===== config.mk =====
export PLATFORM = sky130hd
export DESIGN_NAME = branch_predictor_unit
export DESIGN_NICKNAME = d
export VERILOG_FILES = /design/src/rtl/branch_predictor_unit.sv
export SDC_FILE = /design/constraint.sdc
export NUM_CORES = 1
export LEC_CHECK = 0
export BUFFER_PORTS_ARGS = -buffer_cell sky130_fd_sc_hd__buf_2
export CORE_MARGIN = 3
export CORE_UTILIZATION = 62
export DETAILED_ROUTE_END_ITERATION = 16
export PLACE_DENSITY = 0.85
export REMOVE_ABC_BUFFERS = 1
export SLEW_MARGIN = 20
export SYNTH_ARGS = -nofsm -noshare
export SYNTH_HDL_FRONTEND = slang
export SYNTH_SLANG_ARGS = --single-unit

===== constraint.sdc =====
create_clock -name clk -period 3.7 [get_ports clk]
set_input_delay 0 -clock clk [delete_from_list [all_inputs] [get_ports clk]]
set_output_delay 0 -clock clk [all_outputs]
set_load 0.02 [all_outputs]

===== src/rtl/branch_predictor_unit.sv =====
// Gshare direction predictor with a direct-mapped BTB and speculative global history.
// Define BPU_TAG_CHECK_EN to store BTB tags so that aliasing PCs miss.
module branch_predictor_unit #(
   parameter int unsigned PC_W     = 32,
   parameter int unsigned IDX_W    = 5,
   parameter int unsigned GHR_W    = 4,
   parameter logic [1:0]  CTR_INIT = 2'b01
) (
   input  logic             clk,
   input  logic             reset,
   input  logic             f_valid,
   input  logic [PC_W-1:0]  f_pc,
   output logic             pred_hit,
   output logic             pred_taken,
   output logic [PC_W-1:0]  pred_target,
   output logic [GHR_W-1:0] pred_ghr,
   input  logic             upd_valid,
   input  logic [PC_W-1:0]  upd_pc,
   input  logic [GHR_W-1:0] upd_ghr,
   input  logic             upd_is_branch,
   input  logic             upd_taken,
   input  logic [PC_W-1:0]  upd_target,
   input  logic             upd_mispredict
);

   localparam int unsigned Entries = 2 ** IDX_W;
   localparam int unsigned TagW    = PC_W - IDX_W;

   logic [Entries-1:0] btb_valid_q;
   logic [PC_W-1:0]    btb_target_q [Entries];
   logic [1:0]         pht_q        [Entries];
   logic [GHR_W-1:0]   ghr_q, ghr_d;

   logic [IDX_W-1:0] f_btb_idx, f_pht_idx;
   logic [IDX_W-1:0] upd_btb_idx, upd_pht_idx;
   logic             f_tag_hit;
   logic             train_en;
   logic [1:0]       pht_upd_d;
   logic [GHR_W-1:0] ghr_spec, ghr_rec;

   assign f_btb_idx   = f_pc[IDX_W-1:0];
   assign f_pht_idx   = f_btb_idx ^ IDX_W'(ghr_q);
   assign upd_btb_idx = upd_pc[IDX_W-1:0];
   assign upd_pht_idx = upd_btb_idx ^ IDX_W'(upd_ghr);
   assign train_en    = upd_valid & upd_is_branch;

`ifdef BPU_TAG_CHECK_EN
   logic [TagW-1:0] btb_tag_q [Entries];

   assign f_tag_hit = (btb_tag_q[f_btb_idx] == f_pc[PC_W-1:IDX_W]);

   always_ff @(posedge clk) begin
      if (!reset && train_en && upd_taken) begin
         btb_tag_q[upd_btb_idx] <= upd_pc[PC_W-1:IDX_W];
      end
   end
`else
   logic unused_tag_bits;

   assign f_tag_hit       = 1'b1;
   assign unused_tag_bits = ^{f_pc[PC_W-1:IDX_W], upd_pc[PC_W-1:IDX_W]};
`endif

   // Lookup is purely combinational; same-cycle writes are seen only after the edge.
   always_comb begin
      pred_hit    = btb_valid_q[f_btb_idx] & f_tag_hit;
      pred_taken  = pred_hit & pht_q[f_pht_idx][1];
      pred_target = pred_taken ? btb_target_q[f_btb_idx] : f_pc + PC_W'(1);
      pred_ghr    = ghr_q;
   end

   if (GHR_W == 1) begin : g_ghr_one
      assign ghr_spec = pred_taken;
      assign ghr_rec  = upd_taken;
   end else begin : g_ghr_multi
      assign ghr_spec = {ghr_q[GHR_W-2:0], pred_taken};
      assign ghr_rec  = {upd_ghr[GHR_W-2:0], upd_taken};
   end

   // Recovery from execute wins over the fetch-side speculative shift.
   always_comb begin
      ghr_d = ghr_q;
      if (upd_valid && upd_mispredict) begin
         ghr_d = ghr_rec;
      end else if (f_valid && pred_hit) begin
         ghr_d = ghr_spec;
      end
   end

   always_comb begin
      pht_upd_d = pht_q[upd_pht_idx];
      if (upd_taken) begin
         if (pht_upd_d != 2'b11) pht_upd_d = pht_upd_d + 2'b01;
      end else begin
         if (pht_upd_d != 2'b00) pht_upd_d = pht_upd_d - 2'b01;
      end
   end

   always_ff @(posedge clk) begin
      if (reset) begin
         btb_valid_q <= '0;
         ghr_q       <= '0;
         for (int i = 0; i < Entries; i++) begin
            pht_q[i] <= CTR_INIT;
         end
      end else begin
         ghr_q <= ghr_d;
         if (train_en) begin
            pht_q[upd_pht_idx] <= pht_upd_d;
            if (upd_taken) begin
               btb_valid_q[upd_btb_idx]  <= 1'b1;
               btb_target_q[upd_btb_idx] <= upd_target;
            end
         end
      end
   end

endmodule


Yosys cells after proc, flatten, opt, wreduce, memory -nomap -nowiden
Memories as Yosys holds them, arrays and structs flattened.
Index checks and enable logic that the tools add are counted.
Widths: inputs -> output; s select.
{"block": "totals", "out_inout_bits": 38, "ram_bits": 1088, "reg_bits": 36, "input_bits": 107, "wordCells": 45, "mem_count": 2}
{"name": "btb_target_q", "words": 32, "width": 32, "read_ports": 1, "rd_clocked_by_memory_dff": 0, "write_ports": 1, "line": "30", "text": "logic [PC_W-1:0] btb_target_q [Entries];"}
{"name": "pht_q", "words": 32, "width": 2, "read_ports": 2, "rd_clocked_by_memory_dff": 0, "write_ports": 32, "line": "31", "text": "logic [1:0] pht_q [Entries];"}
{"block": "classes", "muxes": 22, "n_lt_le_gt_ge": 3, "n_reduce_logical": 7, "bitwise": 5, "addsub": 3, "eq_ne": 1}
{"op": "$add 32x1->32 const B", "count": 1}
{"op": "$mux 32", "count": 1}
{"op": "$or 32x32->32", "count": 1}
{"op": "$lt 5x6->1 const B", "count": 2}
{"op": "$mux 1", "count": 12}
{"op": "$xor 5x4->5", "count": 2}
{"op": "$mux 2", "count": 4}
{"op": "$mux 4", "count": 2}
{"op": "$bmux 1 s5", "count": 1}
{"op": "$demux 1 s5", "count": 1}
{"op": "$ge 5x1->1 const B", "count": 1}
{"op": "$mux 5", "count": 1}
{"op": "$reduce_bool 2->1", "count": 2}
{"op": "$logic_and 1x1->1", "count": 3}
{"op": "$add 2x1->2 const B", "count": 1}
{"op": "$and 1x1->1", "count": 2}
{"op": "$ne 2x2->1 const B", "count": 1}
{"op": "$reduce_and 2->1", "count": 1}
{"op": "$reduce_or 2->1", "count": 1}
{"op": "$sub 2x1->2 const B", "count": 1}

Longest topological paths before layout
{"block": "depth", "depth_word": 6, "ltp_mapped": 12, "depth_no_buf": 8}

Worst setup path before layout
OpenSTA, ideal clock, no wires.
{"block": "synth_timing", "path_type": "in2reg", "from": "in reset", "to": "mem btb_target_q[20][0], enable pin", "cell_stages": 7, "setup_time_ps": 421, "required_ps": 3279, "path_slack_ps": 626, "arrival_time_ps": 2653, "path_buffers": 3, "path_cell_list": "clkbuf_1 -> nor2_1 -> inv_1 -> or4_1 -> clkbuf_1 -> clkbuf_1 -> nor2_1"}
{"block": "synth_via", "elab_chain_cells": 2}
{"item": "from (decl)", "line": "10", "text": "input logic reset,"}
{"item": "$mux 1", "line": "100", "text": "if (reset) begin"}
{"item": "$mux 1 (implied by the code)", "line": "112", "text": "btb_target_q[upd_btb_idx] <= upd_target;"}
{"item": "to (decl)", "line": "30"}
Every way passes these cells.

Final worst setup path
{"block": "layout_timing", "from": "reg ghr_q[0], in the netlist pred_ghr[0]", "to": "out pred_target[0]"}
{"block": "layout_via", "elab_chain_cells": 4}
{"item": "from (decl)", "line": "32", "text": "logic [GHR_W-1:0] ghr_q, ghr_d;"}
{"item": "from (signal assigned)", "line": "107", "text": "ghr_q <= ghr_d;"}
{"item": "$xor 5x4->5", "line": "42", "text": "assign f_pht_idx = f_btb_idx ^ IDX_W'(ghr_q);"}
{"item": "$mem_v2 32x2"}
{"item": "$and 1x1->1", "line": "67", "text": "pred_taken = pred_hit & pht_q[f_pht_idx][1];"}
{"item": "$mux 32", "line": "68", "text": "pred_target = pred_taken ? btb_target_q[f_btb_idx] : f_pc + PC_W'(1);"}
{"item": "to (decl)", "line": "15", "text": "output logic [PC_W-1:0] pred_target,"}
Every way passes these cells.

==> results.tsv <==
stage	metric	value	unit
outcome	status	complete, no violations	
sta	slew_headroom	38.7	%
global_routing	grt_use_met2	53.4	%
sta	finClkSkew	23.3	ps
global_routing	grt.busiest_layer	met2	
synthesis	netlist_instances	2115	
global_routing	met1_usage	43.8	%
clock_tree	path_clk_slew	60	ps
synthesis	synth_top_area_share	72.9	%
sta	slew_violations	0	
placement	port_buffers	117	
critical_path	crit_type	reg2out	
synthesis	seq_area_frac_synth	74.5	%
sta	worstMarginPinSlew	918	ps
critical_path	cp_top_family	buffers and inverters	
global_routing	grt_pass1_vias	25154	
clock_tree	clk_latency	680	ps
clock_tree	clockBufferDepth	3	
floorplanning	ioPinCount	145	
detailed_routing	wl_per_cell	36.2	um
floorplanning	start_util	63.2	%
critical_path	end_kind	output port	
final_layout	layout.filler_cells	3833	
critical_path	critPathLaunchType	flop	
sta	fmax	0.279	GHz
critical_path	worstPathCellList	xor2_1 > buf_4 > mux4_1 > a22oi_1 > nand4_2 > nand2_8 > buf_4 > a211oi_1 > a21oi_2 > buf_2	
detailed_routing	drt-pass1-iter-count	5	
clock_tree	cts_buffers	106	
synthesis	syn-cell-area	44800	um^2
synthesis	synth_seq_cells	1124	
power	ir_worst_vdd	588	uV
critical_path	critPathRequiredTime	3700	ps
global_routing	antenna_found_initial	4	
detailed_routing	routed_wirelength	122	mm
critical_path	cpMaxStageDelayCell	mux4_1	
final_layout	drive_gt1_share	31.3	%
floorplanning	core-area	70900	um^2
placement	gp_congestion	0.847	
critical_path	cp.arrival	3580	ps
power	powerDensity	517	nW/um^2
global_routing	grt_overflow	0	
critical_path	critPathMaxStageDelay	580	ps
clock_tree	cts_tree	done	
global_routing	grt_max_degree	85	
detailed_routing	drtIter0Drc	4198	
critical_path	cp_common_cell	buf_4	
global_routing	grtUsageMet3	8.50	%
sta	period_share	96.8	%
floorplanning	die_h	275	um
global_routing	grtUsageTotal	33.6	%
floorplanning	die_w	275	um
sta	tns	0	ps
clock_tree	cts_root_buf	clkbuf_16	
final_layout	area_delta_synth_final	13.8	%
clock_tree	cts_max_level	3	
synthesis	synthTopCellsByArea	edfxtp_1, mux4_2, dfxtp_1	
synthesis	synth_area_per_cell	21.2	um^2
synthesis	yosysWarningCount	0	
detailed_routing	drc	0	
detailed_routing	ant_nets	0	
final_layout	num-nets-final	2464	
sta	min_period	3580	ps
critical_path	crit_fanout	17	
critical_path	worst-path-buf-inv	3	
detailed_routing	viasPerCell	7.20	
sta	setup_viol	0	
synthesis	synthDistinctLibCells	53	
job	drv_cap	0	
critical_path	r2r_slack	740	ps
worst_hold_path	min_path_type	in2reg	
floorplanning	dieArea	75600	um^2
global_routing	grt_pass1_wl	177	mm
sta	rsz0062_at_grt	false	
floorplanning	rows	97	
power	leakage	16.1	nW
sta	hold_violations	0	
synthesis	yosysTopAreaCell	edfxtp_1	
clock_tree	clock_sinks	1124	
sta	timing.hold.ws	38.6	ps
placement	hpwl	64.2	mm
detailed_routing	vias	24393	
power	total_power	26.4	mW
==> logic make-up (layout without fill, tap and decap cells) <==
logic type	Yosys count	count (layout)	share of synthesized area, %
DFF	1124	1124	74.5
adders and majority gates	3	3	0.0781
xor gates and xnor gates	41	41	0.818
AOI/OAI and AO/OA	110	110	1.56
buffers and inverters	161	490	1.57
and+or+nand+nor	305	305	3.35
muxes	371	371	18.1
other	0	2	0
==> through the flow <==
| step | utilization [%] | worst slack [ps] | area [um^2] | instances |
|---|---|---|---|---|
| final | 72.0 | 120 | 51000 | 3386 |
| after detailed placement | 66.5 | 556 | 47100 | 3138 |
| after floorplan | - | 462 | 44300 | 1991 |
| after global routing | 72.0 | 35.5 | 51000 | 3385 |
| after global placement | 66.5 | 696 | 47100 | 3138 |
| after CTS | 71.9 | 8.31 | 51000 | 3381 |
==> flip-flops by register name, indices dropped and copies added, names as in the netlist <==
name / flops
pht_q: 64
btb_valid_q: 32
pred_ghr: 4
btb_target_q: 1024
==> worst paths after layout <==
kind                         from         endpoint  cells past startpoint
hold / removal          upd_pc[0]  btb_valid_q[31]                      4
setup / recovery      pred_ghr[0]   pred_target[0]                     10
hold reg to reg    btb_valid_q[7]   btb_valid_q[7]                      2
setup reg to reg  btb_valid_q[27]      pred_ghr[3]                      8
==> layout make-up <==
type	instances	area, um^2	area share [%]
inverter	37	139	0.272
clock inverter	60	538	1.05
timing repair buffer	257	1940	3.80
multi-input combinational	830	11000	21.6
sequential	1124	33400	65.5
antenna	2	5.00	0.00981
clock buffer	136	2810	5.50
tap	940	1180	2.31
==> routing by layer <==
metal | routed length (um) | vias up
li1 | - | 9303
met1 | 38900 | 12408
met2 | 59800 | 2162
met3 | 16000 | 514
met4 | 7680 | 6
met5 | 34 | -
==> cell usage after synthesis (all sizes together) <==
cell	n
a211oi	25
a21oi	29
a221o	1
a221oi	1
a22oi	6
a2bb2oi	1
a31oi	2
and2	2
and3	8
and4	3
buf	71
clkbuf	53
dfxtp	36
edfxtp	1088
ha	1
inv	37
maj3	2
mux2	4
mux2i	17
mux4	350
nand2	68
nand2b	20
nand3	34
nand3b	4
nand4	12
nand4b	2
nor2	80
nor2b	21
nor3	26
nor3b	1
nor4	1
o211a	1
o21ai	8
o21bai	1
o22ai	33
o311ai	1
o31ai	1
or2	16
or3	3
or3b	3
or4	1
xnor2	11
xor2	30
==> where the power goes <==
group / switching [mW] / internal (mW) / leakage, nW
Clock: 4.81 / 5.87 / 1.63
Sequential: 0.0250 / 14.0 / 10.1
Combinational: 0.998 / 0.679 / 4.39
Total: 5.83 / 20.5 / 16.1
==> worst reg2reg max path, cell delays in order, from the launching register on <==
cell	delay, ps
dfxtp_1	320
mux4_2	480
mux4_2	470
inv_1	90
a21oi_2	170
nand2_1	290
mux2i_1	120
a211oi_1	300
dlygate4sd3_1	640
==> cell usage in the layout (no fill, tap or decap), types with 20 or more instances in the layout <==
| cell type | synthesis | routed |
|---|---|---|
| dfxtp_1 | 36 | 35 |
| a211oi_1 | 25 | 25 |
| edfxtp_1 | 1088 | 1088 |
| dlygate4sd3_1 | 0 | 47 |
| nand2b_1 | 20 | 20 |
| buf_4 | 4 | 84 |
| inv_1 | 37 | 37 |
| o22ai_1 | 33 | 33 |
| clkinv_1 | 0 | 25 |
| mux4_2 | 342 | 342 |
| nor3_1 | 25 | 24 |
| a21oi_1 | 29 | 24 |
| clkbuf_1 | 52 | 27 |
| nand2_1 | 67 | 67 |
| nor2b_1 | 21 | 21 |
| xor2_1 | 29 | 28 |
| nor2_1 | 80 | 48 |
| nor2_4 | 0 | 32 |
| buf_2 | 32 | 111 |
| clkbuf_16 | 0 | 107 |
| nand3_1 | 34 | 34 |
==> what timing repair did <==
action                     in CTS  in global routing
pin swaps                       0                  1
hold buffers                   47                  0
setup buffers                   0                  3
resized for setup               3                  5
hold endpoints to repair     1046                  0
setup endpoints to repair       4                 10
Power figures use the tool's default switching activity.
